`src/rtl/joy_md_serializer.sv`:
```
// Device-side model of two Mega Drive / Atari pads behind a 16-bit parallel-in/serial-out
// chain. The select line steps each pad through the Sega 6-button phase sequence.
`timescale 1ns/1ps
module joy_md_serializer #(
    parameter int TIMEOUT_CYCLES = 24000,
    parameter int TO_W           = 16
) (
    input  logic        clk,
    input  logic        reset_n,
    input  logic        joy_clk,
    input  logic        joy_load_n,
    input  logic        hsync_n_s,
    input  logic [11:0] joy1_i,
    input  logic [11:0] joy2_i,
    input  logic [1:0]  pad1_type,
    input  logic [1:0]  pad2_type,
    output logic        joy_data
);

    typedef enum logic [1:0] {
        PAD_ATARI = 2'b00,
        PAD_MD3   = 2'b01,
        PAD_MD6   = 2'b10,
        PAD_NONE  = 2'b11
    } pad_type_e;

    localparam logic [TO_W-1:0] TO_LAST = TO_W'(TIMEOUT_CYCLES - 1);

    logic            clk_s1_q, clk_s2_q, clk_h_q;
    logic            ld_s1_q, ld_s2_q;
    logic            sel_q;
    logic [15:0]     sr_q, sr_d;
    logic [2:0]      cnt_q [2];
    logic [2:0]      cnt_d [2];
    logic [TO_W-1:0] to_q  [2];
    logic [TO_W-1:0] to_d  [2];

    logic        clk_rise, sel_fall, sel_edge;
    logic [5:0]  p1_pins, p2_pins;
    logic [15:0] load_img;

    // Pin levels as {up, down, left, right, pin6, pin9}; buttons are active low.
    function automatic logic [5:0] pad_pins(input logic [1:0] ptype, input logic sel,
                                            input logic [2:0] cnt, input logic [11:0] b);
        logic [2:0] ph;
        logic [5:0] pins;
        ph   = (ptype == PAD_MD3) ? 3'd1 : cnt;
        pins = '1;
        case (ptype)
            PAD_ATARI: pins = {b[0], b[1], b[2], b[3], b[4], b[5]};
            PAD_MD3, PAD_MD6: begin
                if (sel) begin
                    if (ph == 3'd3) pins = {b[8], b[9], b[10], b[11], b[4], b[5]};
                    else            pins = {b[0], b[1], b[2], b[3], b[4], b[5]};
                end else begin
                    case (ph)
                        3'd3:    pins = {4'b0000, b[6], b[7]};
                        3'd4:    pins = {4'b1111, b[6], b[7]};
                        default: pins = {b[0], b[1], 2'b00, b[6], b[7]};
                    endcase
                end
            end
            default: pins = '1;
        endcase
        return pins;
    endfunction

    assign clk_rise = clk_s2_q & ~clk_h_q;
    assign sel_fall = sel_q & ~hsync_n_s;
    assign sel_edge = sel_q ^ hsync_n_s;

    assign p1_pins  = pad_pins(pad1_type, hsync_n_s, cnt_q[0], joy1_i);
    assign p2_pins  = pad_pins(pad2_type, hsync_n_s, cnt_q[1], joy2_i);

    // sr_q[15] is chain position 0, so each pad's pins appear pin9-first.
    assign load_img = {2'b11, p1_pins[0], p1_pins[1], p1_pins[2], p1_pins[3], p1_pins[4], p1_pins[5],
                       2'b11, p2_pins[0], p2_pins[1], p2_pins[2], p2_pins[3], p2_pins[4], p2_pins[5]};

    // NOTE: every signal driven in always_comb gets a default first, so no path can infer a latch.
    always_comb begin
        for (int p = 0; p < 2; p++) begin
            cnt_d[p] = cnt_q[p];
            to_d[p]  = to_q[p];
            if (sel_fall) begin
                cnt_d[p] = (cnt_q[p] == 3'd4) ? 3'd1 : cnt_q[p] + 3'd1;
                to_d[p]  = '0;
            end else if (sel_edge) begin
                to_d[p]  = '0;
            end else if (to_q[p] == TO_LAST) begin
                cnt_d[p] = 3'd0;
                to_d[p]  = '0;
            end else if (to_q[p] != '1) begin
                to_d[p]  = to_q[p] + 1'b1;
            end
        end
    end

    // Load wins over a coincident shift edge.
    always_comb begin
        sr_d = sr_q;
        if (!ld_s2_q)      sr_d = load_img;
        else if (clk_rise) sr_d = {sr_q[14:0], 1'b1};
    end

    // NOTE: state registers use non-blocking assignments so every flop samples pre-edge values.
    always_ff @(posedge clk) begin
        if (!reset_n) begin
            clk_s1_q <= 1'b1;
            clk_s2_q <= 1'b1;
            clk_h_q  <= 1'b1;
            ld_s1_q  <= 1'b1;
            ld_s2_q  <= 1'b1;
            sel_q    <= 1'b1;
            sr_q     <= '1;
            for (int p = 0; p < 2; p++) begin
                cnt_q[p] <= 3'd0;
                to_q[p]  <= '0;
            end
        end else begin
            clk_s1_q <= joy_clk;
            clk_s2_q <= clk_s1_q;
            clk_h_q  <= clk_s2_q;
            ld_s1_q  <= joy_load_n;
            ld_s2_q  <= ld_s1_q;
            sel_q    <= hsync_n_s;
            sr_q     <= sr_d;
            for (int p = 0; p < 2; p++) begin
                cnt_q[p] <= cnt_d[p];
                to_q[p]  <= to_d[p];
            end
        end
    end

    assign joy_data = sr_q[15];

endmodule

```
`config.mk`:
```
export PLATFORM = sky130hd
export DESIGN_NAME = joy_md_serializer
export DESIGN_NICKNAME = d
export VERILOG_FILES = /design/src/rtl/joy_md_serializer.sv
export SDC_FILE = /design/constraint.sdc
export NUM_CORES = 1
export LEC_CHECK = 0
export BUFFER_PORTS_ARGS = -buffer_cell sky130_fd_sc_hd__buf_2
export CORE_MARGIN = 4
export CORE_UTILIZATION = 50
export CTS_CLUSTER_DIAMETER = 50
export DETAILED_ROUTE_END_ITERATION = 12
export PLACE_DENSITY = 0.71
export SETUP_SLACK_MARGIN = 0.2
export SLEW_MARGIN = 25
export SYNTH_ARGS = -nofsm -noshare
export SYNTH_HDL_FRONTEND = slang
export SYNTH_SLANG_ARGS = --single-unit
```
`constraint.sdc`:
```
create_clock -name clk -period 2.7 [get_ports clk]
set_clock_uncertainty 0.1 [all_clocks]
set_input_delay 0.54 -clock clk [delete_from_list [all_inputs] [get_ports clk]]
set_output_delay 0.54 -clock clk [all_outputs]
set_load 0.01 [all_outputs]
```
==> results of run 1 <==
[registers in the layout, summed over array words and instances (netlist names)]
| register | flops |
|---|---|
| ld_s2_q | 1 |
| sel_q | 1 |
| sr_q | 16 |
| clk_s1_q | 1 |
| clk_h_q | 1 |
| to_q | 32 |
| ld_s1_q | 1 |
| cnt_q | 6 |
| clk_s2_q | 1 |
[per-layer routing]
| layer | wire, um | track usage | vias to the layer above |
|---|---|---|---|
| li1 | - | - | 1610 |
| met1 | 3475 | 0.2447 | 1441 |
| met2 | 3480 | 0.3251 | 55 |
| met3 | 290 | 0.03741 | 12 |
| met4 | 130 | 0.09202 | 0 |
| met5 | 0 | 0 | - |
[power groups by stage]
stage               Combinational (mW)  Clock (mW)  Sequential (mW)
global placement                 0.176           0            0.946
floorplan                        0.124           0            0.941
detailed placement               0.179           0            0.947
global route                     0.203       0.894            0.930
CTS                              0.180       0.850            0.927
finish                           0.180       0.837            0.927
[worst paths after layout]
kind / start / to / cells after the start
max: to_q[0][16] / cnt_q[0][5] / 5
min: joy_clk / clk_s1_q / 2
max reg2reg: to_q[0][16] / cnt_q[0][5] / 5
min reg2reg: ld_s1_q / ld_s2_q / 1
[cell type report]
type / instances / area (um2)
Fill cell: 594 / 2634
Multi-Input combinational cell: 314 / 1996
Sequential cell: 60 / 1201
Timing Repair Buffer: 41 / 225.2
Clock buffer: 12 / 155.1
Tap cell: 77 / 96.34
Inverter: 18 / 67.56
Clock inverter: 4 / 47.55
[cell families (layout without fill, tap and decap cells)]
kind of cell | Yosys count | count (layout) | synth area share
AND/OR/NAND/NOR | 175 | 175 | 0.2803
AO/OA/AOI/OAI | 111 | 111 | 0.2248
XOR/XNOR | 5 | 5 | 0.01314
adder cells (fa/ha/maj) | 14 | 14 | 0.05253
buffers and inverters | 35 | 75 | 0.04128
multiplexers | 9 | 9 | 0.02777
flip-flops | 60 | 60 | 0.3602
[cell usage in the layout (no fill, tap or decap), drive strengths merged, types with 9 or more instances in the layout]
master | Yosys | routed
dfxtp | 60 | 60
nand2 | 47 | 47
buf | 4 | 41
a21oi | 27 | 27
nor2 | 22 | 22
inv | 18 | 18
o21ai | 18 | 18
nand3 | 16 | 16
ha | 14 | 14
nor3 | 13 | 13
clkbuf | 13 | 12
and3 | 11 | 11
nand4 | 11 | 11
nand2b | 10 | 10
nor4 | 10 | 10
a31oi | 9 | 9
==> results.md, run 1 <==
- Outcome: complete, no violations
- CTS Buf Count: 9
- CTS tree: built
- Cell taking the most area after synthesis: dfxtp_1
- Top cells by count, synth: dfxtp_1, nand2_1, a21oi_1
- Crit end category: register
- Pwr per Cell Area: 513.2 nW/um2
- Syn. warnings: 0
- Critical path cell sequence: ha_1 -> or4b_1 -> or4_1 -> and3_1 -> o21a_1
- Post-detail-place hpwl: 5.354 mm
- IO Pins: 34
- Critical path data arrival time: 2440 ps
- WS Path Type: register to register
- Post-Syn Area: 3334 um2
- Postcts setup bufs: 0
- GRT overflow: 0
- CTS resizes: 0
- Final Non-Filler Cells: 526
- Post-Route Utilization: 0.5899
- Clock Latency Late Sink: 340 ps
- Syn Area/Cell: 8.153 um2
- Die area: 8040 um2
- Seq pwr share: 0.477
- Max incr delay on CP: 590 ps
- Starting density of the core: 0.5192
- Site row count: 29
- Setup-failing EPs final: 0
- Pint: 1.466 mW
- Synth Instances: 409
- Logic pwr share: 0.093
- Die H: 89.67 um
- Pleak: 1.444 nW
- Sequential element share of the synthesized area: 0.3602
- Final setup TNS: 0 ps
- Clk pwr share: 0.431
- Die width: 89.67 um
- Worst-path fanout max: 6
- Required time of the critical path: 2830 ps
- Vias per cell: 5.928
- Worst-path clk slew: 80 ps
- Dominant synthesized flop cell: dfxtp_1
- Final hold vios: 0
- Overall Power: 1.945 mW
- Initial antenna violation count: 0
- Critical path launch point type: register
- Crit path max-delay family: simple AND/OR/NAND/NOR gates
- Share of the synthesized area in the top cell type: 0.3602
- Async set-reset flop share out of synthesis: 0
- Distinct cells, synth: 56
- Flop and latch count out of synthesis: 60
- Final min period: 2305 ps
- Largest net degree at the start of global routing: 22
- Clock root cell: clkbuf_8
- Max Freq: 433.9 MHz
- Layout area overhead: 13.62%
- EDFF count, synth: 0
- Share of cells above drive strength 1: 0.1403
- Vias: 3118
- WL final: 7.377 mm
- Final Cell Area: 3789 um2
- DP Cell Count: 510
- IO Port Bufs: 33
- Placed cell areas: 3586 um2
- Switching Fraction: 0.2459
- Ant diodes: 0
- Final Wtd Congestion: 0.9095
- Most common cell in the netlist: dfxtp_1
- DR DRC count: 0
- R2R setup slack: 400 ps
- Drt pass-1 iters: 4
- Dpl ws: 385.6 ps
- WP buf/inv: 0
- Clock sink count: 60
- Worst min-delay path category: input port to register
- Max-slew violation count: 0
- Max VDD drop: 0.2624 mV
- Syn Nets: 456
- Antenna Nets Post-Route: 0
- Worst slew margin: 0.5734
- Setup WS post-layout: 395.1 ps
- Synth area leaders: dfxtp_1, nand2_1, ha_1, a21oi_1, o21ai_0
- Number of max-cap violations: 0
- Final net count: 491
- First-pass GRT wire length: 12.68 mm
- Total GRT Usage: 0.1961
- Avg WL per Cell: 14.02 um
- Worst Tran Pin Value: 639.9 ps
- Drt first-iter violations: 100
- Depth of the CTS H-tree: 3
- # hold bufs at CTS: 0
- Final hold slack: 277.7 ps
- Number of global-route vias before repair: 2868
- CTS max path bufs: 2
- P_sw: 0.4781 mW
- RSZ-0062 raised after global routing: no
- Crit path max-delay cell type: or4_1
- Part of the cycle the worst path needs: 0.8537
- Area of the core: 6422 um2
No activity file was read; power rests on OpenSTA's default activity.
==> inputs of run 2 (changes only) <==
- MAX_ROUTING_LAYER: not set -> met4
==> run 2 against run 1 <==
Sequential share of layout area unchanged. Total power about the same. Utilization unchanged. Sequential cell count unchanged. Critical endpoint unchanged.
==> results.md, run 2 (same netlist as run 1, synthesis figures left out) <==
- Critical path cell sequence: ha_1 -> or4b_1 -> or4_1 -> and3_1 -> o21a_1
- WP buf/inv: 0
- Crit end category: register
- Final setup TNS: 0 ps
- Drt pass-1 iters: 4
- Reg2reg path depth: 5
- Max-slew violation count: 0
- Top sig layer: met4
- Max VDD drop: 0.2613 mV
- Hold Crit Start: joy_clk
- WL final: 7.378 mm
- Met2 routed wirelength: 3.503 mm
- Clock root cell: clkbuf_8
- R2R setup slack: 390 ps
- Critical path launch point type: register
- Layout area overhead: 13.62%
- Initial antenna violation count: 0
- Biggest regs: to_q (32), sr_q (16), cnt_q (6)
- Avg WL per Cell: 14.03 um
- Commonest non-fill, non-tap cell in the layout: dfxtp_1
- IO Pins: 34
- DR DRC count: 0
- Ant diodes: 0
- Worst-path fanout max: 6
- CTS Buf Count: 9
- Total GRT Usage: 0.2022
- Critical path data arrival time: 2440 ps
- CTS tree: built
- Postcts setup bufs: 0
- Vias: 3113
- CTS max path bufs: 2
- First-pass GRT wire length: 12.68 mm
- Share of cells above drive strength 1: 0.1403
- Worst slew margin: 0.5734
- Number of global-route vias before repair: 2871
- Part of the cycle the worst path needs: 0.8548
- Die area: 8040 um2
- Outcome: complete, no violations
- Commonest cells after routing, fill and taps aside: dfxtp_1, nand2_1, buf_2
- M1 wire length: 3.529 mm
- Clock Latency Late Sink: 340 ps
- Drt first-iter violations: 100
- Setup-failing EPs final: 0
- Worst Tran Pin Value: 639.9 ps
- Top reg by flops: to_q
- Final hold vios: 0
- Site row count: 29
- GRT overflow: 0
- Final net count: 491
- Max incr delay on CP: 590 ps
- Metal3 WL: 244 um
- Crit path max-delay cell type: or4_1
- WS Path Type: register to register
- Clock sink count: 60
- # hold bufs at CTS: 0
- Worst-path clk slew: 80 ps
- Final min period: 2308 ps
- Final Wtd Congestion: 0.9253
- CTS resizes: 0
- Antenna Nets Post-Route: 0
- Hold worst-path end: clk_s1_q
- RSZ-0062 raised after global routing: no
- Overall Power: 1.945 mW
- Largest net degree at the start of global routing: 22
- Post-detail-place hpwl: 5.354 mm
- Max reg flops: 32
- Area of the core: 6422 um2
- Crit path max-delay family: simple AND/OR/NAND/NOR gates
- Hold Path Cell Cnt: 2
- Die width: 89.67 um
- Vias per cell: 5.918
- Max Freq: 433.3 MHz
- Depth of the CTS H-tree: 3
- R2r startpoint: to_q[0][16]
- Reg-to-reg endpoint: cnt_q[0][5]
- Required time of the critical path: 2830 ps
- Starting density of the core: 0.5192
- IO Port Bufs: 33
- Worst min-delay path category: input port to register
- Pwr per Cell Area: 513.5 nW/um2
- Pleak: 1.444 nW
- Die H: 89.67 um
- Number of max-cap violations: 0
==> run 2: cell counts in the layout (fill, tap and decap cells not counted) <==
No cell type changed its count.
==> run 2: area by class of cell <==
type,count,area (um2)
Clock buffer,12,155.1
Clock inverter,4,47.55
Fill cell,594,2634
Inverter,18,67.56
Multi-Input combinational cell,314,1996
Sequential cell,60,1201
Tap cell,77,96.34
Timing Repair Buffer,41,225.2
==> run 2: layer usage <==
metal  vias up  GRT usage
met5         -          -
met4         0    0.09202
met3        10    0.03741
met2        51     0.3251
met1      1447     0.2453
li1       1605          -
==> run 2: where the power goes <==
group	leakage, nW	total, mW	switching [mW]	internal [mW]
combinational	0.854	0.180	0.0956	0.0846
clock	0.102	0.838	0.364	0.474
sequential	0.488	0.927	0.0193	0.908
total	1.44	1.95	0.479	1.47
==> run 2: through the flow <==
| stage | utilization | hold WS, ps | instance area, um2 | cells | worst slack, ps |
|---|---|---|---|---|---|
| global route | 0.5899 | 266.6 | 3789 | 526 | 236.9 |
| CTS | 0.5899 | 268.0 | 3789 | 526 | 389.3 |
| detailed placement | 0.5583 | 300.3 | 3586 | 510 | 385.6 |
| global placement | 0.5583 | 300.9 | 3586 | 510 | 457.5 |
| floorplan | - | 286.3 | 3334 | 409 | 514.1 |
| finish | 0.5899 | 278.8 | 3789 | 526 | 392.0 |
==> run 2: worst register-to-register path, delay by kind of cell (launching register included) <==
family	cells	cell delay [ps]
and+or+nand+nor	3	1280
adders and majority gates	1	270
AOI/OAI and AO/OA	1	170
DFF	1	400
==> run 2: worst max path at each step <==
stage | start | end | depth (start not counted)
after floorplan | hsync_n_s | to_q[0][10] | 8
after global placement | to_q[0][16] | cnt_q[0][5] | 5
after detailed placement | to_q[0][16] | cnt_q[0][5] | 5
after CTS | to_q[0][16] | cnt_q[0][5] | 5
after global routing | to_q[0][17] | cnt_q[0][5] | 5
final | to_q[0][16] | cnt_q[0][5] | 5
==> inputs of run 3 (changes only) <==
- PLACE_DENSITY: 0.71 -> 0.74
- SLEW_MARGIN: 25 -> 20
- clock period: 2.7 -> 2 ns (I/O delays scaled with it)
==> run 3 against run 2 <==
Worst hold slack got worse by 150 ps. Maximum frequency rose by 18%. Cell area rose by 8.6%. Register-to-register slack got worse by 350 ps. Non-clock buffer count rose by 21. Sequential share of layout area fell by 2.2 points. Sequential power rose by 35%. Worst setup slack got worse by 350 ps. First-iteration DRC count rose by 30%. Via count rose by 4.0%. Clock power rose by 47%. Largest cell class unchanged.
==> results.md, run 3 (same netlist as run 1, synthesis figures left out) <==
- Placed cell areas: 3756 um2
- DP Cell Count: 528
- Seq. cell area: 1212 um2
- Final hold slack: 128.6 ps
- Top reg by flops: to_q
- Critical path launch point type: register
- WS Path Type: register to register
- Clock Latency Late Sink: 350 ps
- Worst min-delay path category: input port to register
- Share of cells above drive strength 1: 0.2335
- Largest net degree at the start of global routing: 21
- Hold Crit Start: joy_load_n
- CTS Buf Count: 9
- Commonest cells after routing, fill and taps aside: dfxtp_1, nand2_1, buf_2
- Pleak: 1.573 nW
- Layout area overhead: 23.38%
- Part of the cycle the worst path needs: 0.9807
- Antenna Nets Post-Route: 0
- Vias per cell: 5.907
- IO Pins: 34
- Pwr per Cell Area: 667.7 nW/um2
- Number of global-route vias before repair: 3095
- RSZ-0062 raised after global routing: yes
- Critical path data arrival time: 2090 ps
- Crit path max-delay cell type: or4_4
- Area of the multi-input gates: 2121 um2
- Vias: 3237
- Total GRT Usage: 0.2125
- Ant diodes: 0
- Drt pass-1 iters: 4
- Required time of the critical path: 2130 ps
- Final Cell Area: 4114 um2
- Final net count: 513
- Max VDD drop: 0.3136 mV
- GRT overflow: 0
- Worst-path clk slew: 70 ps
- Final hold vios: 0
- Commonest non-fill, non-tap cell in the layout: dfxtp_1
- Outcome: complete, no violations
- Avg WL per Cell: 14.24 um
- Final Wtd Congestion: 0.9368
- IO Port Bufs: 33
- Area of the core: 6422 um2
- Fillers: 550
- First-pass GRT wire length: 13.20 mm
- Setup-failing EPs final: 0
- Biggest regs: to_q (32), sr_q (16), cnt_q (6)
- Worst slew margin: 0.5715
- Crit end category: register
- # hold bufs at CTS: 0
- DR DRC count: 0
- Clock sink count: 60
- Max incr delay on CP: 480 ps
- Clock root cell: clkbuf_8
- Drt first-iter violations: 130
- CTS max path bufs: 2
- Crit. Startpoint: to_q[0][17]
- Die H: 89.67 um
- WP buf/inv: 0
- Worst-path fanout max: 6
- Number of max-cap violations: 0
- Final min period: 1961 ps
- Post-detail-place hpwl: 5.507 mm
- Max-slew violation count: 0
- Overall Power: 2.747 mW
- Initial antenna violation count: 0
- Site row count: 29
- CTS tree: built
- Starting density of the core: 0.5192
- R2r startpoint: to_q[0][17]
- Max Freq: 509.8 MHz
- Crit path max-delay family: simple AND/OR/NAND/NOR gates
- WL final: 7.804 mm
- Die area: 8040 um2
- Final Non-Filler Cells: 548
- Depth of the CTS H-tree: 3
- Worst Tran Pin Value: 642.8 ps
- Die width: 89.67 um
- Critical path cell sequence: ha_4 -> or4b_4 -> or4_4 -> and3_4 -> o21a_1
- Max reg flops: 32
run 3: changes by cell type in the layout (fill, tap and decap cells not counted), moves of 3 or more:
cell | before | now
a21oi_2 | 0 | 4
dfxtp_1 | 60 | 55
ha_1 | 14 | 11
a21oi_1 | 27 | 23
buf_4 | 8 | 28
dfxtp_2 | 0 | 3
run 3: repair_timing:
action / in CTS / in global routing
gates cloned: 1 / 0
setup buffers: 3 / 0
pin swaps: 2 / 1
gates resized for setup: 10 / 11
endpoints found under the setup margin: 19 / 41
run 3: final cells by class:
class / count / share of cell area
Clock buffer: 13 / 0.04623
Clock inverter: 3 / 0.009732
Inverter: 18 / 0.01642
Multi-Input combinational cell: 315 / 0.5155
Sequential cell: 60 / 0.2947
Tap cell: 77 / 0.02342
Timing Repair Buffer: 62 / 0.09398
run 3: path summary, 6_finish.rpt:
kind | to | depth (start not counted) | slack [ps]
setup / recovery | cnt_q[0][5] | 5 | 40
hold / removal | ld_s1_q | 2 | 130
setup reg to reg | cnt_q[0][5] | 5 | 40
hold reg to reg | clk_s2_q | 1 | 310
run 3: report_power, final:
part / total [mW] / internal, mW / switching (mW) / leakage [nW]
sequential: 1.25 / 1.23 / 0.0242 / 0.490
clock: 1.23 / 0.749 / 0.479 / 0.121
combinational: 0.270 / 0.128 / 0.142 / 0.962
total: 2.75 / 2.10 / 0.645 / 1.57
run 3: worst register-to-register path: cells and delay by family, from the launching register on:
kind	cells	cell delay (ps)
AOI/OAI and AO/OA	1	170
adders and majority gates	1	130
DFF	1	360
and+or+nand+nor	3	1100
run 3: metrics by stage:
step           setup TNS (ps)  worst slack, ps    util
5_1_grt                     0           0.4361  0.6406
2_1_floorplan               0            42.41       -
3_3_place_gp                0            12.45  0.5848
6_report                    0            38.61  0.6406
3_5_place_dp           -61.45           -25.29  0.5848
4_1_cts                     0            39.88  0.6326
run 3: metal layers:
layer,GRT usage,wire length [um],vias up
li1,-,-,1651
met1,0.2408,3556,1502
met5,-,0,-
met3,0.05292,349,13
met2,0.3630,3782,71
met4,0.07442,115,0
